--- src/rtl/nap_pkg.sv ---
// Shared types, BCD limits and time helpers for the Power Honey Nap countdown.
package nap_pkg;

  typedef enum logic [2:0] {
    IDLE  = 3'd0,
    ARMED = 3'd1,
    RUN   = 3'd2,
    PAUSE = 3'd3,
    ALARM = 3'd4
  } state_t;

  localparam int unsigned BCD_W = 4;

  localparam logic [BCD_W-1:0] SEC_UNIT_MAX = 4'd9;
  localparam logic [BCD_W-1:0] SEC_TEN_MAX  = 4'd5;
  localparam logic [BCD_W-1:0] MIN_MAX      = 4'd9;

  typedef struct packed {
    logic [BCD_W-1:0] one_min;
    logic [BCD_W-1:0] ten_sec;
    logic [BCD_W-1:0] one_sec;
  } bcd_time_t;

  localparam bcd_time_t ZERO_TIME   = '0;
  localparam bcd_time_t SNOOZE_TIME = 12'h100;

  function automatic logic bcd_valid(input bcd_time_t t);
    return (t.one_sec <= SEC_UNIT_MAX) && (t.ten_sec <= SEC_TEN_MAX) &&
           (t.one_min <= MIN_MAX) && (t != ZERO_TIME);
  endfunction

  // One-second decrement with the M:SS borrow chain; caller never passes 0:00.
  function automatic bcd_time_t bcd_dec(input bcd_time_t t);
    bcd_time_t r;
    r = t;
    if (t.one_sec != 4'd0) begin
      r.one_sec = t.one_sec - 4'd1;
    end else begin
      r.one_sec = SEC_UNIT_MAX;
      if (t.ten_sec != 4'd0) begin
        r.ten_sec = t.ten_sec - 4'd1;
      end else begin
        r.ten_sec = SEC_TEN_MAX;
        r.one_min = t.one_min - 4'd1;
      end
    end
    return r;
  endfunction

endpackage

--- src/rtl/nap_tick_gen.sv ---
// One-second prescaler: counts 0..TICK_DIV-1 while enabled, tick on the terminal count.
module nap_tick_gen
  import nap_pkg::*;
#(
  parameter int unsigned TICK_DIV = 50000000
) (
  input  logic clock,
  input  logic reset,
  input  logic en,
  input  logic clr,
  output logic tick
);

  localparam int unsigned CNT_W = $clog2(TICK_DIV);
  localparam logic [CNT_W-1:0] CNT_MAX = CNT_W'(TICK_DIV - 1);

  logic [CNT_W-1:0] count;

  always_ff @(posedge clock or posedge reset) begin
    if (reset) begin
      count <= '0;
    end else if (clr) begin
      count <= '0;
    end else if (en) begin
      count <= (count == CNT_MAX) ? '0 : count + CNT_W'(1);
    end
  end

  assign tick = en && (count == CNT_MAX);

endmodule

--- src/rtl/nap_countdown_ctrl.sv ---
// Nap countdown sequencer: load/validate, BCD countdown, pause/resume, alarm.
// Optional snooze from ALARM is built when NAP_SNOOZE_EN is defined.
module nap_countdown_ctrl
  import nap_pkg::*;
#(
  parameter int unsigned TICK_DIV  = 50000000,
  parameter int unsigned ALARM_SEC = 10
) (
  input  logic       reset,
  input  logic       clock,
  input  logic       load,
  input  logic [3:0] set_one_sec,
  input  logic [3:0] set_ten_sec,
  input  logic [3:0] set_one_min,
  input  logic       start,
  input  logic       pause,
  input  logic       cancel,
`ifdef NAP_SNOOZE_EN
  input  logic       snooze,
`endif
  output logic [3:0] disp_one_sec,
  output logic [3:0] disp_ten_sec,
  output logic [3:0] disp_one_min,
  output logic       running,
  output logic       alarm,
  output logic       done,
  output logic       load_err
);

  localparam int unsigned ACNT_W = (ALARM_SEC > 1) ? $clog2(ALARM_SEC) : 1;
  localparam logic [ACNT_W-1:0] ACNT_LAST = ACNT_W'(ALARM_SEC - 1);

  state_t            state;
  bcd_time_t         disp;
  bcd_time_t         setting;
  bcd_time_t         dec_next;
  logic [ACNT_W-1:0] alarm_cnt;
  logic              snooze_now;
  logic              tick;
  logic              tick_en;
  logic              tick_clr;

  assign setting  = {set_one_min, set_ten_sec, set_one_sec};
  assign dec_next = bcd_dec(disp);

`ifdef NAP_SNOOZE_EN
  assign snooze_now = snooze && (state == ALARM);
`else
  assign snooze_now = 1'b0;
`endif

  // A pause on the tick cycle freezes the prescaler at its terminal count.
  assign tick_en  = !cancel && (((state == RUN) && !pause) ||
                                ((state == ALARM) && !snooze_now));
  assign tick_clr = cancel || ((state == ARMED) && start) || snooze_now;

  nap_tick_gen #(.TICK_DIV(TICK_DIV)) u_tick_gen (
    .clock (clock),
    .reset (reset),
    .en    (tick_en),
    .clr   (tick_clr),
    .tick  (tick)
  );

  always_ff @(posedge clock or posedge reset) begin
    if (reset) begin
      state     <= IDLE;
      disp      <= ZERO_TIME;
      alarm_cnt <= '0;
      running   <= 1'b0;
      alarm     <= 1'b0;
      done      <= 1'b0;
      load_err  <= 1'b0;
    end else begin
      done     <= 1'b0;
      load_err <= 1'b0;
      if (cancel) begin
        state     <= IDLE;
        disp      <= ZERO_TIME;
        alarm_cnt <= '0;
        running   <= 1'b0;
        alarm     <= 1'b0;
      end else if (snooze_now) begin
        state     <= RUN;
        disp      <= SNOOZE_TIME;
        alarm_cnt <= '0;
        running   <= 1'b1;
        alarm     <= 1'b0;
      end else begin
        case (state)
          IDLE, ARMED: begin
            if ((state == ARMED) && start) begin
              state   <= RUN;
              running <= 1'b1;
            end else if (load) begin
              if (bcd_valid(setting)) begin
                disp  <= setting;
                state <= ARMED;
              end else begin
                load_err <= 1'b1;
              end
            end
          end
          RUN: begin
            if (pause) begin
              state   <= PAUSE;
              running <= 1'b0;
            end else if (tick) begin
              disp <= dec_next;
              if (dec_next == ZERO_TIME) begin
                state   <= ALARM;
                running <= 1'b0;
                alarm   <= 1'b1;
                done    <= 1'b1;
              end
            end
          end
          PAUSE: begin
            if (start) begin
              state   <= RUN;
              running <= 1'b1;
            end
          end
          ALARM: begin
            if (tick) begin
              if (alarm_cnt == ACNT_LAST) begin
                state     <= IDLE;
                alarm     <= 1'b0;
                alarm_cnt <= '0;
              end else begin
                alarm_cnt <= alarm_cnt + ACNT_W'(1);
              end
            end
          end
          default: begin
            state   <= IDLE;
            running <= 1'b0;
            alarm   <= 1'b0;
          end
        endcase
      end
    end
  end

  assign disp_one_sec = disp.one_sec;
  assign disp_ten_sec = disp.ten_sec;
  assign disp_one_min = disp.one_min;

endmodule
--- config.mk ---
export PLATFORM = sky130hd
export DESIGN_NAME = nap_countdown_ctrl
export DESIGN_NICKNAME = d
export VERILOG_FILES = /design/src/rtl/nap_pkg.sv /design/src/rtl/nap_tick_gen.sv /design/src/rtl/nap_countdown_ctrl.sv
export SDC_FILE = /design/constraint.sdc
export NUM_CORES = 1
export LEC_CHECK = 0
export CAP_MARGIN = 40
export CORE_UTILIZATION = 50
export CTS_BUF_LIST = sky130_fd_sc_hd__clkbuf_8
export CTS_CLUSTER_SIZE = 30
export DETAILED_ROUTE_END_ITERATION = 12
export DONT_BUFFER_PORTS = 1
export PLACE_DENSITY = 0.62
export SKIP_LAST_GASP = 1
export SYNTH_ARGS = -nofsm -noshare
export SYNTH_HDL_FRONTEND = slang
export SYNTH_HIERARCHICAL = 1
export SYNTH_SLANG_ARGS = --single-unit
export TNS_END_PERCENT = 1
--- constraint.sdc ---
create_clock -name clock -period 3 [get_ports clock]
set_clock_uncertainty 0.15 [all_clocks]
set_input_delay 0.45 -clock clock [delete_from_list [all_inputs] [get_ports clock]]
set_output_delay 0.45 -clock clock [all_outputs]
set_load 0.01 [all_outputs]
==> results_dict.tcl <==
set metrics [dict create \
    nNetsFinal 357 \
    htreeDepth 2 \
    dieArea_um2 6290 \
    final.period_utilization_pct 93.8 \
    antenna_found_initial 0 \
    grt_max_degree 24 \
    powerDensity_nw_per_um2 553 \
    syn_area_um2 2990 \
    routabilityCongestion 0.848 \
    drive_gt1_share_pct 12.2 \
    maxSlewViolCount 0 \
    synthDistinctLibCells 64 \
    finalInstanceArea_um2 3240 \
    fin_ws_ns 0.186 \
    grt_pass1_wl_mm 11.1 \
    num_vias 2511 \
    detailed_place_hpwl_mm 4.84 \
    core_um2 5640 \
    slowest_delay_ns 0.58 \
    firstDrtPassIters 4 \
    avgViaCountPerCell 6.15 \
    die_w_um 79.3 \
    crit_chain "nand2b_1 -> o21a_1 -> nor3_1 -> buf_4 -> o211a_1 -> nand4_2 -> or4_1 -> a21oi_1" \
    port_buffers 0 \
    postPlaceCellArea_um2 3090 \
    ioPinCount 34 \
    synth_top_flop_cell "dfrtp_1" \
    cp_max_fo 13 \
    drt_iter0_markers 123 \
    clock-sinks 49 \
    syn_avg_cell_area_um2 9.00 \
    critPathKind "flop to flop" \
    finalCriticalPeriod_ns 2.81 \
    yosys_warnings 6 \
    grtUsageTotal_pct 22.8 \
    dp_worst_setup_slack_ns 0.171 \
    path_clk_slew_ns 0.09 \
    cts_tree "yes" \
    post-synth-top-count-cell "dfrtp_1" \
    synth_top_area_share_pct 41.0 \
    drv_cap 0 \
    worst_ep_required_time_ns 3.09 \
    fin_cells 408 \
    synth.net_count 354 \
    synth_cells 332 \
    start_util_pct 53.0 \
    grt-ovfl-total 0 \
    rows 27 \
    synth_top_cells_by_count "49 x dfrtp_1, 40 x nor2_1, 29 x a21oi_1" \
    setup_viol 0 \
    syn_to_final_growth_pct 8.33 \
    ys_top_cells_by_area "dfrtp_1 41%, nor2_1 5.0%, a21oi_1 4.9%" \
    grt_pass1_vias 2304 \
    cts-root-buf "clkbuf_8" \
    route.detailed.drc 0 \
    diodes 0 \
    yosysSeqAreaShare_pct 41.0 \
    cts_buffers 5 \
    die-height_um 79.3 \
    fmax_mhz 355 \
    start_kind "flop" \
    synth_area_leader_cell "dfrtp_1" \
    leakage_nw 1.33 \
    wl_per_cell_um 16.0 \
    utilization_pct 57.4 \
    ant_nets 0 \
    hold_class "primary input to flop" \
    cp-end-kind "flop" \
    max_slew_margin_pct 52.8 \
    worst_slew_pin_slew_ns 0.690 \
    status "finished, final reports clean" \
    vdd_drop_max_mv 0.283 \
    synth_async_sr_flop_share_pct 100 \
    ys_ff_latch 49 \
    cts_max_path_buffers 2 \
    hold_viol 0 \
    rrSetupSlack_ns 0.19 \
    place_inst 399 \
    timing.hold.ws_ns 0.0485 \
    slowest_stage "or4_1" \
    grt_setup_unrepaired "true" \
    worstSkewPairLatency_ns 0.30 \
    wirelength_mm 6.54 \
    cp.arrival_ns 2.90 \
    synth_edf_count 0 \
    postCtsSetupRepairBufs 0 \
]
-- cells in the final DEF, fill, tap and decap left out, drive strengths merged, types with 6 or more instances in the layout --
master  instances
or3             7
o31ai           9
nor4            8
nand2          20
dfrtp          49
nor3           10
a21oi          30
xnor2           6
o21ai          29
or4             6
buf            10
inv            16
nand4          10
nor2           40
nand3           9
-- critical path: cells and delay by family, from the launching register on --
family / cells / cell delay [ns]
flip-flops: 1 / 0.56
AO/OA/AOI/OAI: 3 / 0.59
AND/OR/NAND/NOR: 4 / 1.26
buffers and inverters: 1 / 0.19
-- metal layers --
metal	vias up	wire, µm	GRT usage (%)
li1	1240	-	-
met1	1210	3170	31.2
met2	54	2990	35.0
met3	7	298	5.29
met4	0	81	8.18
met5	-	0	0
-- layout make-up --
type	count	area, µm²
clock buffers	5	68.8
inverters	15	56.3
clock inverters	3	68.8
flip-flops and latches	49	1230
multi-input cells	253	1620
repair buffers	11	113
fillers	518	2400
well taps	72	90.1
-- kinds of logic after synthesis --
| kind of cell | Yosys count | share of synthesized area (%) |
|---|---|---|
| simple gates | 137 | 26.5 |
| compound gates | 97 | 21.0 |
| flops | 49 | 41.0 |
| buf+inv | 30 | 5.11 |
| xor+xnor | 11 | 3.22 |
| mux | 4 | 1.55 |
| fa+ha+maj | 4 | 1.67 |
-- flip-flops by register name, summed over array words and instances, names as in the netlist --
register	flops
alarm_cnt	4
done	1
alarm	1
state	3
u_tick_gen/count	26
disp_ten_sec	4
load_err	1
running	1
disp_one_sec	4
disp_one_min	4
-- stage by stage --
stage / power, mW / setup TNS [ns]
finish: 1.79 / 0
global route: 1.90 / -0.115
CTS: 1.81 / 0
detailed placement: 1.23 / 0
global placement: 1.22 / 0
floorplan: 1.14 / 0
-- path summary, 6_finish.rpt --
| kind | start | end | depth (start not counted) |
|---|---|---|---|
| max | state[1] | u_tick_gen/count[22] | 8 |
| min | cancel | alarm_cnt[0] | 1 |
| max reg2reg | state[1] | u_tick_gen/count[22] | 8 |
| min reg2reg | alarm_cnt[3] | alarm_cnt[3] | 1 |
| max in group asynchronous | reset | u_tick_gen/count[3] | 3 |
| min in group asynchronous | reset | alarm_cnt[3] | 2 |
-- power breakdown --
group	switching [mW]	internal [mW]	total [mW]
logic	0.234	0.164	0.398
clock network	0.233	0.336	0.569
registers	0.110	0.713	0.823
total	0.577	1.21	1.79
-- repair_timing --
| item | in CTS | in global routing |
|---|---|---|
| hold buffers | 1 | 0 |
| gates resized for setup | 0 | 1 |
| setup endpoints to repair | 0 | 5 |
| hold endpoints to repair | 22 | 0 |
Note: power is estimated with default switching activity, not from simulation.
